--- src/rtl/centroid_stream_average_pkg.sv ---
// Shared definitions for the centroid stream averager.
// Contents:
//   state_e      - controller state encoding (ST_ACCUM, ST_DIVIDE, ST_OUTPUT)
//   sum_width    - width of a per-cluster coordinate sum (W + CW)
//   div_latency  - cycles taken by the sequential divider (1 load + S iterations)
package centroid_stream_average_pkg;

    typedef enum logic [1:0] {
        ST_ACCUM  = 2'd0,
        ST_DIVIDE = 2'd1,
        ST_OUTPUT = 2'd2
    } state_e;

    function automatic int sum_width(input int w, input int cw);
        return w + cw;
    endfunction

    function automatic int div_latency(input int s);
        return s + 1;
    endfunction

endpackage

--- src/rtl/centroid_stream_average_seq_divider.sv ---
// Unsigned restoring divider, one quotient bit per cycle.
// Ports:
//   clk, reset    - clock, synchronous active-high reset
//   start_i       - begin a division (ignored while busy)
//   dividend_i    - S-bit unsigned dividend
//   divisor_i     - CW-bit unsigned divisor, must be non-zero
//   quotient_o    - low QW bits of the quotient, valid while done_o is high
//   busy_o        - division in progress
//   done_o        - one-cycle pulse when the quotient is ready
module seq_divider
    import centroid_stream_average_pkg::*;
#(
    parameter int S  = 48,
    parameter int CW = 16,
    parameter int QW = 32
) (
    input  logic          clk,
    input  logic          reset,
    input  logic          start_i,
    input  logic [S-1:0]  dividend_i,
    input  logic [CW-1:0] divisor_i,
    output logic [QW-1:0] quotient_o,
    output logic          busy_o,
    output logic          done_o
);

    localparam int LAT  = div_latency(S);
    localparam int CNTW = $clog2(LAT + 1);

    logic [S-1:0]    quo_q;
    logic [CW-1:0]   rem_q;
    logic [CW-1:0]   div_q;
    logic [CNTW-1:0] cnt_q;
    logic            busy_q;
    logic            done_q;

    // The partial remainder is always below the divisor, so after shifting in
    // the next dividend bit it needs one extra bit; the top bit of the trial
    // difference is then the borrow.
    logic [CW:0] rem_sh;
    logic [CW:0] diff;

    assign rem_sh = {rem_q, quo_q[S-1]};
    assign diff   = rem_sh - {1'b0, div_q};

    always_ff @(posedge clk) begin
        if (reset) begin
            quo_q  <= '0;
            rem_q  <= '0;
            div_q  <= '0;
            cnt_q  <= '0;
            busy_q <= 1'b0;
            done_q <= 1'b0;
        end else begin
            // NOTE: every sequential update uses <= so all registers see the
            // values from before this edge, regardless of statement order.
            done_q <= 1'b0;
            if (start_i && !busy_q) begin
                quo_q  <= dividend_i;
                rem_q  <= '0;
                div_q  <= divisor_i;
                cnt_q  <= CNTW'(LAT - 1);
                busy_q <= 1'b1;
            end else if (busy_q) begin
                if (!diff[CW]) begin
                    rem_q <= diff[CW-1:0];
                    quo_q <= {quo_q[S-2:0], 1'b1};
                end else begin
                    rem_q <= rem_sh[CW-1:0];
                    quo_q <= {quo_q[S-2:0], 1'b0};
                end
                cnt_q <= cnt_q - 1'b1;
                if (cnt_q == CNTW'(1)) begin
                    busy_q <= 1'b0;
                    done_q <= 1'b1;
                end
            end
        end
    end

    assign quotient_o = quo_q[QW-1:0];
    assign busy_o     = busy_q;
    assign done_o     = done_q;

endmodule

--- src/rtl/centroid_stream_average.sv ---
// Streaming per-cluster centroid averager.
// Accumulates tagged points into K cluster sums/counts, then on the last point
// of a batch divides each sum by its count and emits one average per cluster.
// Ports:
//   clk, reset                 - clock, synchronous active-high reset
//   io_in_valid / io_in_ready  - input handshake (ready only while accumulating)
//   io_in_x, io_in_y           - signed point coordinates
//   io_in_cent                 - cluster tag; tags >= K are dropped silently
//   io_in_last                 - final point of the batch
//   io_out_valid / io_out_ready- output handshake, one beat per cluster
//   io_out_cent                - cluster index of the current result
//   io_out_x, io_out_y         - averages truncated toward zero
//   io_out_count, io_out_empty - points in the cluster, and count == 0
//   io_overflow                - sticky: a point was dropped on count saturation
module centroid_stream_average
    import centroid_stream_average_pkg::*;
#(
    parameter  int W  = 32,
    parameter  int K  = 4,
    parameter  int CW = 16,
    localparam int S  = sum_width(W, CW),
    localparam int IW = $clog2(K)
) (
    input  logic                 clk,
    input  logic                 reset,
    input  logic                 io_in_valid,
    output logic                 io_in_ready,
    input  logic signed [W-1:0]  io_in_x,
    input  logic signed [W-1:0]  io_in_y,
    input  logic [31:0]          io_in_cent,
    input  logic                 io_in_last,
    output logic                 io_out_valid,
    input  logic                 io_out_ready,
    output logic [IW-1:0]        io_out_cent,
    output logic signed [W-1:0]  io_out_x,
    output logic signed [W-1:0]  io_out_y,
    output logic [CW-1:0]        io_out_count,
    output logic                 io_out_empty,
    output logic                 io_overflow
);

    state_e                state_q, state_d;
    logic [IW-1:0]         idx_q, idx_d;
    logic signed [S-1:0]   sumx_q [K];
    logic signed [S-1:0]   sumy_q [K];
    logic [CW-1:0]         count_q [K];
    logic                  overflow_q;
    logic signed [W-1:0]   out_x_q, out_y_q;
    logic [CW-1:0]         out_count_q;
    logic                  out_empty_q;

    // Input side
    logic          in_hs, tag_ok, tag_sat, acc_en, set_ovf;
    logic [IW-1:0] in_tag;

    assign io_in_ready = (state_q == ST_ACCUM);
    assign in_hs       = io_in_valid && io_in_ready;
    assign in_tag      = io_in_cent[IW-1:0];
    assign tag_ok      = (io_in_cent < K);
    assign tag_sat     = (count_q[in_tag] == '1);
    assign acc_en      = in_hs && tag_ok && !tag_sat;
    assign set_ovf     = in_hs && tag_ok && tag_sat;

    // Divide side: magnitudes go through the unsigned divider, the sign of
    // each sum is reapplied to its quotient, which truncates toward zero.
    logic signed [S-1:0] sumx_sel, sumy_sel;
    logic [CW-1:0]       count_sel;
    logic [S-1:0]        abs_x, abs_y;
    logic [W-1:0]        quo_x, quo_y;
    logic signed [W-1:0] res_x, res_y;
    logic                busy_x, busy_y, done_x, done_y, div_start;

    assign sumx_sel  = sumx_q[idx_q];
    assign sumy_sel  = sumy_q[idx_q];
    assign count_sel = count_q[idx_q];
    assign abs_x     = sumx_sel[S-1] ? -sumx_sel : sumx_sel;
    assign abs_y     = sumy_sel[S-1] ? -sumy_sel : sumy_sel;
    assign res_x     = sumx_sel[S-1] ? -quo_x : quo_x;
    assign res_y     = sumy_sel[S-1] ? -quo_y : quo_y;

    seq_divider #(.S(S), .CW(CW), .QW(W)) u_div_x (
        .clk        (clk),
        .reset      (reset),
        .start_i    (div_start),
        .dividend_i (abs_x),
        .divisor_i  (count_sel),
        .quotient_o (quo_x),
        .busy_o     (busy_x),
        .done_o     (done_x)
    );

    seq_divider #(.S(S), .CW(CW), .QW(W)) u_div_y (
        .clk        (clk),
        .reset      (reset),
        .start_i    (div_start),
        .dividend_i (abs_y),
        .divisor_i  (count_sel),
        .quotient_o (quo_y),
        .busy_o     (busy_y),
        .done_o     (done_y)
    );

    // Controller
    logic load_empty, load_div, clear_batch;

    always_comb begin
        // NOTE: every output gets a default first so no path can leave one
        // unassigned, which would otherwise infer a latch.
        state_d     = state_q;
        idx_d       = idx_q;
        div_start   = 1'b0;
        load_empty  = 1'b0;
        load_div    = 1'b0;
        clear_batch = 1'b0;
        case (state_q)
            ST_ACCUM: begin
                if (in_hs && io_in_last) begin
                    state_d = ST_DIVIDE;
                    idx_d   = '0;
                end
            end
            ST_DIVIDE: begin
                if (count_sel == '0) begin
                    load_empty = 1'b1;
                    state_d    = ST_OUTPUT;
                end else if (done_x && done_y) begin
                    load_div = 1'b1;
                    state_d  = ST_OUTPUT;
                end else if (!(busy_x || busy_y)) begin
                    div_start = 1'b1;
                end
            end
            ST_OUTPUT: begin
                if (io_out_ready) begin
                    if (idx_q == IW'(K - 1)) begin
                        clear_batch = 1'b1;
                        state_d     = ST_ACCUM;
                    end else begin
                        idx_d   = idx_q + 1'b1;
                        state_d = ST_DIVIDE;
                    end
                end
            end
            default: state_d = ST_ACCUM;
        endcase
    end

    always_ff @(posedge clk) begin
        if (reset) begin
            state_q     <= ST_ACCUM;
            idx_q       <= '0;
            overflow_q  <= 1'b0;
            out_x_q     <= '0;
            out_y_q     <= '0;
            out_count_q <= '0;
            out_empty_q <= 1'b0;
            // NOTE: the cluster arrays are plain registers, not RAM, and must
            // be cleared so an aborted batch leaves no residue.
            for (int c = 0; c < K; c++) begin
                sumx_q[c]  <= '0;
                sumy_q[c]  <= '0;
                count_q[c] <= '0;
            end
        end else begin
            state_q <= state_d;
            idx_q   <= idx_d;
            if (acc_en) begin
                sumx_q[in_tag]  <= sumx_q[in_tag] + {{CW{io_in_x[W-1]}}, io_in_x};
                sumy_q[in_tag]  <= sumy_q[in_tag] + {{CW{io_in_y[W-1]}}, io_in_y};
                count_q[in_tag] <= count_q[in_tag] + 1'b1;
            end
            if (set_ovf) begin
                overflow_q <= 1'b1;
            end
            if (load_empty) begin
                out_x_q     <= '0;
                out_y_q     <= '0;
                out_count_q <= '0;
                out_empty_q <= 1'b1;
            end
            if (load_div) begin
                out_x_q     <= res_x;
                out_y_q     <= res_y;
                out_count_q <= count_sel;
                out_empty_q <= 1'b0;
            end
            if (clear_batch) begin
                overflow_q <= 1'b0;
                for (int c = 0; c < K; c++) begin
                    sumx_q[c]  <= '0;
                    sumy_q[c]  <= '0;
                    count_q[c] <= '0;
                end
            end
        end
    end

    assign io_out_valid = (state_q == ST_OUTPUT);
    assign io_out_cent  = idx_q;
    assign io_out_x     = out_x_q;
    assign io_out_y     = out_y_q;
    assign io_out_count = out_count_q;
    assign io_out_empty = out_empty_q;
    assign io_overflow  = overflow_q;

endmodule

--- config.mk ---
export PLATFORM = sky130hd
export DESIGN_NAME = centroid_stream_average
export DESIGN_NICKNAME = d
export VERILOG_FILES = /design/src/rtl/centroid_stream_average_pkg.sv /design/src/rtl/centroid_stream_average_seq_divider.sv /design/src/rtl/centroid_stream_average.sv
export SDC_FILE = /design/constraint.sdc
export NUM_CORES = 2
export LEC_CHECK = 0
export CAP_MARGIN = 20
export CORE_MARGIN = 2
export CORE_UTILIZATION = 35
export CTS_CLUSTER_SIZE = 8
export DETAILED_ROUTE_END_ITERATION = 10
export MAX_ROUTING_LAYER = met4
export PLACE_DENSITY = 0.51
export SYNTH_ARGS = -nofsm -noshare
export SYNTH_HDL_FRONTEND = slang
export SYNTH_SLANG_ARGS = --single-unit
--- constraint.sdc ---
create_clock -name clk -period 17.33 [get_ports clk]
set_input_delay 3.466 -clock clk [delete_from_list [all_inputs] [get_ports clk]]
set_output_delay 3.466 -clock clk [all_outputs]
set_load 0.005 [all_outputs]
* After elaboration in Yosys (flattened, before gate mapping)
Memories as Yosys holds them, arrays and structs flattened. A register that Yosys moved wholly into a read port is not among the register bits. Index checks and enable logic that the tools add are counted.
Operators by class: eq/ne operators 10, add/sub/neg operators 12, reductions and logical operators 29, multiplexer cells 86, $lt $le $gt $ge 1, bitwise logic cells 14
Operators with widths (count):
- $mux W48 | 16
- $mux W32 | 5
- $mux W16 | 9
- $add A48 B48 Y48 | 2
- $neg A48 Y48 | 2
- $reduce_or A48 Y1 | 2
- $neg A32 Y32 | 2
- $mux W1 | 34
- $sub A17 B16 Y17 | 2
- $lt A32 B3 Y1 const B | 1
- $mux W2 | 16
- $mux W6 | 4
- $add A16 B1 Y16 const B | 1
- $eq A16 B16 Y1 const B | 1
- $logic_not A16 Y1 | 1
- $reduce_or A16 Y1 | 1
- $eq A6 B1 Y1 const B | 2
- $or A1 B1 Y1 | 12
- $sub A6 B1 Y6 const B | 2
- $logic_and A1 B1 Y1 | 8
- $reduce_bool A2 Y1 | 4
- $reduce_or A2 Y1 | 4
- $pmux W2 S3 | 1
- $reduce_or A3 Y1 | 2
- 13 further kinds | 18
Storage, ports and cells: memories 3, output and inout port bits 86, bits in registers 262, RAM bits 448
Memory list:
- sumx_q | words 4, width 48, rd ports 2, clocked after Yosys merged registers in 1, wr ports 4, line centroid_stream_average.sv:44 | logic signed [S-1:0] sumx_q [K];
- sumy_q | words 4, width 48, rd ports 2, clocked after Yosys merged registers in 1, wr ports 4, line centroid_stream_average.sv:45 | logic signed [S-1:0] sumy_q [K];
- count_q | words 4, width 16, rd ports 2, clocked after Yosys merged registers in 1, wr ports 4, line centroid_stream_average.sv:46 | logic [CW-1:0] count_q [K];

* Depth between registers and ports, before layout
word-level depth 9, depth in mapped cells 19, gate-level depth less buffers 14

* By module
Synthesis repeated with hierarchy kept, for this count alone.
Second synthesis, totals: cells, all modules 4136, area total of the unflattened synthesis 42409.4 µm²
Modules (own cells, without submodules):
- centroid_stream_average | area an instance 32560.0 µm², cells an instance 2900, instances 1, sequential area each 15214.6 µm²
- seq_divider | area an instance 4924.7 µm², cells an instance 618, instances 2, sequential area each 1761.7 µm²

* Least setup slack after synthesis
Ideal clock, no wire load.
path type input to register, start point input port io_in_cent[0], end point memory count_q[0][0], enable pin, data arrival time 8.776 ns, required time 16.856 ns, setup slack 8.079 ns, stages 13, cell sequence buf_2 buf_2 mux4_2 and3_1 and2_1 and3_1 and4_1 or3_1 or3_1 clkbuf_1 buf_2 buf_2 nand2_1
RTL lines:
- start: declaration | line centroid_stream_average.sv:30 | input logic [31:0] io_in_cent,
- end: declaration | line centroid_stream_average.sv:46

==> results list <==
* Gate power share: 19.6%
- Setup violators final: 0
- Sequential cell fraction of total power: 41.8%
- Metal1 wirelength: 56.0 mm
- After global routing the overflow that remains totals 0.
* Remaining antenna violation count after routing: 0
- Setup slack closes at 8.04 ns.
* Detailed route wirelength on metal2: 54.9 mm
* Initial antenna violation count: 0
- In this run the top signal layer used is met4.
- Async set-reset flop share out of synthesis: 0%
* Antenna Diode Count: 0
- Capturing element type of the critical path: flop
* Clock insertion delay at the later pin of the skew report: 0.67 ns
* Buffers inserted during post-CTS setup optimization: 0
* Total negative slack: 0 ns
- For this run, the slowest stage of the critical path takes 0.93 ns.
* Part of the Yosys area used for sequential elements: 45.3%
* Gate count after technology mapping: 3936
* Pin count of the biggest net entering global routing: 140
- In this run the horizontal extent of the chip is 348 um.
- On the final layout, the worst clock skew is 0.0295 ns.
- In this run the tool buffered the top-level ports with 186 buffer cells.
* Seq cells post-synth: 712
- For this configuration, the core starts out at a cell density of 35.2%.
- Htree depth: 3
- The worst-case IR drop observed on VDD is 0.0000788 V.
* Capture instance of the worst register-to-register path: u_div_x.quo_q[25]
- Based on the critical path, the design can be clocked at up to 108 MHz.
- The pre-antenna-repair detailed-routing pass consisted of 5 iterations.
- Counting instances, the worst hold path has a depth of 2.
* Post-synthesis average cell area: 10.5 um^2
- The die is 348 um tall.
- Worst Hold Path EP: u_div_y.div_q[11]
- Filler Cells Inserted: 11400
- Data arrival at the endpoint of the critical path: 9.66 ns
- Clock period minus worst slack: 9.29 ns
- Critical-path cell with the highest stage delay: sky130_fd_sc_hd__a2111oi_0
- During I/O placement, the number of pins put on the boundary was 187.
- In this run the register-to-register setup slack is 11.90 ns.
- Excluding fillers, the count of instances in the completed layout stands at 5574.
* Rel. slew slack: 25.6%
* Cell count after placement: 5443
- Die area: 121000 um^2
* Root buffer cell: sky130_fd_sc_hd__clkbuf_16
- The max-slew violation count came to 0.
- For the worst flop-to-flop path, the logic depth is 12.
* Core Area: 118000 um^2
* Static power due to leakage: 16.8 nW
- Net switching is 28.7% of the power.
- Total Nets Final: 4252
- Average routed wire per standard cell: 21.5 um
- The number of global-route vias before repair came to 30400.
- For the worst setup path, the data required time is 17.70 ns.
- At the pin with the least slew margin, the transition time is 1.12 ns.
- In this run, the number of DRC markers left after iteration 0 of detailed routing was 2231.
- CTS sink count: 712
- For this design the ratio of total power to cell area is 97.4 nW/um^2.
- Period utilization: 53.6%
- The startpoint identified for the worst hold timing path is u_div_y.div_q[11].
* Number of nets produced by synthesis: 4177
* Area added between synthesis and finish: 14.3%
* Number of warnings reported in the yosys synthesis log: 0
* Kind of start point of the critical path: primary input
- Measured on the finished design, the core utilization comes to 40.2%.
- Worst setup timing slack at the placement stage: 7.24 ns
- Setup repair after global routing missed its margin: false
* Hold Buf Count CTS: 0
- Clock-pin slew on the worst setup and hold paths: 0.05 ns
- Largest fanout of any net on the critical path: 50
* Number of enable-type register cells in the synthesized netlist: 448
* Status: completed
* Number of max-cap violations: 0
- Wire length of the first global-routing pass: 185 mm
- Among all flip-flop cells after synthesis, the most frequent one is sky130_fd_sc_hd__edfxtp_1.
- In the detailed route, the total length drawn on met3 is 5.90 mm.
- Gpl congestion: 0.847
- Global routing used 20.1% of the available tracks across all layers.
* Worst min path class: reg -> reg
- Standard-cell rows: 126
- The final count of hold timing violations is 0.
- Resized cells post-CTS: 0
* Distinct cell type count of the synthesized netlist: 89
- Max Root-Sink Buffers: 3
- Critical-path cell list: clkbuf_8 > buf_4 > buf_4 > mux4_2 > ha_1 > fa_1 > a21oi_1 > o21ai_0 > a2111oi_0 > o211a_1 > nor4_1 > o21ai_0 > a21oi_1 > o211ai_1 > nor3b_1 > nor3_1
- The setup path with the least slack is of type in -> reg.
- Of the cells placed in the final design, the portion with a size suffix greater than 1 is 10.7%.
- Across all hold checks on the routed design, the worst slack comes to 0.452 ns.
- Internal power comes to 3.28 mW.
* Half-perimeter wire length after detailed placement: 81.0 mm
- The number of clock buffers added by TritonCTS is 99.
* Via density per instance: 5.52
* DR vias: 30800
- Drt drc: 0
- TritonCTS built the clock tree.
- Power dissipated by switching net loads: 1.32 mW
* Netlist area before placement: 41400 um^2
* Part of the power in the clock network: 38.6%
* Drt total wl: 120 mm
==> per-stage QoR <==
| step | area (um^2) | power (mW) |
|---|---|---|
| 6_report | 47300 | 4.60 |
| 3_5_place_dp | 44500 | 2.85 |
| 2_1_floorplan | 41400 | 2.61 |
| 5_1_grt | 47300 | 4.81 |
| 3_3_place_gp | 44500 | 2.85 |
| 4_1_cts | 47200 | 4.65 |
==> sequential cells by signal, indices dropped and copies added (netlist names), 2 cells and up, named ones only <==
register and cells:
u_div_y.rem_q 16, u_div_y.quo_q 48, io_out_count 16, state_q 2
u_div_x.quo_q 48, u_div_y.cnt_q 6, count_q 64, u_div_x.cnt_q 6
io_out_cent 2, u_div_y.div_q 16, io_out_y 32, io_out_x 32
sumx_q 192, u_div_x.div_q 16, u_div_x.rem_q 16, sumy_q 192
==> Yosys cell counts, types with 16 or more instances <==
library cell	instances	area [um^2]
sky130_fd_sc_hd__o31ai_1	21	158
sky130_fd_sc_hd__a21oi_1	287	1440
sky130_fd_sc_hd__a31oi_1	24	150
sky130_fd_sc_hd__a22oi_1	87	653
sky130_fd_sc_hd__clkbuf_1	194	728
sky130_fd_sc_hd__edfxtp_1	448	13500
sky130_fd_sc_hd__a211oi_1	54	405
sky130_fd_sc_hd__o21bai_1	27	203
sky130_fd_sc_hd__inv_1	95	357
sky130_fd_sc_hd__buf_1	20	75.1
sky130_fd_sc_hd__nand4_1	33	206
sky130_fd_sc_hd__a31o_2	16	140
sky130_fd_sc_hd__o22ai_1	20	125
sky130_fd_sc_hd__nor4_1	35	219
sky130_fd_sc_hd__xnor2_1	136	1190
sky130_fd_sc_hd__nand2_1	209	785
sky130_fd_sc_hd__nand3_1	40	200
sky130_fd_sc_hd__nand2b_1	30	188
sky130_fd_sc_hd__ha_1	136	1700
sky130_fd_sc_hd__and3_1	22	138
sky130_fd_sc_hd__o21a_1	20	150
sky130_fd_sc_hd__or3_1	21	131
sky130_fd_sc_hd__mux4_2	207	4660
sky130_fd_sc_hd__dfxtp_1	264	5290
sky130_fd_sc_hd__nor3_1	59	295
sky130_fd_sc_hd__a21o_1	57	428
sky130_fd_sc_hd__mux4_1	16	420
sky130_fd_sc_hd__buf_2	27	135
sky130_fd_sc_hd__nor2_1	769	2890
sky130_fd_sc_hd__mux2i_1	50	500
sky130_fd_sc_hd__xor2_1	142	1240
sky130_fd_sc_hd__nor2b_1	23	144
sky130_fd_sc_hd__o211ai_1	18	135
sky130_fd_sc_hd__o21ai_0	141	706
==> how the worst max path moves through the flow <==
stage                              from             to  depth (start not counted)  slack (ns)
after floorplan           io_in_cent[0]  count_q[0][0]                         13        8.08
after global placement    io_in_cent[0]  sumx_q[2][44]                         16        7.19
after detailed placement  io_in_cent[0]  sumx_q[0][44]                         16        7.24
after CTS                 io_in_cent[0]  sumx_q[0][44]                         16        7.92
after global routing      io_in_cent[0]  sumx_q[1][44]                         16        7.51
final                     io_in_cent[0]  sumx_q[0][44]                         16        8.04
==> worst max-delay path, delay by kind of cell <==
| kind | cells | cell delay (ns) |
|---|---|---|
| AO/OA/AOI/OAI | 7 | 2.35 |
| buffers and inverters | 3 | 1.89 |
| adder cells (fa/ha/maj) | 2 | 0.66 |
| AND/OR/NAND/NOR | 3 | 0.63 |
| multiplexers | 1 | 0.60 |
==> power by group through the flow <==
stage	Clock, mW	Combinational (mW)	Sequential (mW)
after floorplan	0	0.671	1.94
after global placement	0	0.892	1.96
after detailed placement	0	0.895	1.96
after CTS	1.82	0.900	1.92
after global routing	1.88	0.998	1.93
final	1.78	0.901	1.93
==> routing by layer <==
metal / vias up / GRT usage [%]
met2: 655 / 31.0
li1: 14700 / -
met5: - / -
met3: 160 / 3.15
met4: 0 / 6.00
met1: 15200 / 27.3
==> cells in the final DEF, fill, tap and decap left out, drive strengths merged, types with 136 or more instances in the layout <==
cell	count
xnor2	136
mux4	223
o21ai	151
edfxtp	448
nor2	771
nand2	210
a21oi	287
dfxtp	264
xor2	142
ha	136
clkdlybuf4s50	183
==> area by class of cell <==
type / count / area (um^2) / share of cell area, %
clock buffer: 124 / 2660 / 5.62
tap: 1536 / 1920 / 4.07
timing repair buffer: 228 / 2240 / 4.74
inverter: 96 / 360 / 0.763
clock inverter: 4 / 52.6 / 0.111
multi-input combinational: 2874 / 21300 / 45.0
sequential: 712 / 18800 / 39.7
==> kinds of logic after synthesis <==
group	after synthesis	synth area share, %
DFF	712	45.3
xor gates and xnor gates	278	5.89
AOI/OAI and AO/OA	863	13.3
muxes	277	13.6
buffers and inverters	350	3.53
and+or+nand+nor	1316	14.1
adders and majority gates	140	4.31
(Power assumes the default switching activity.)
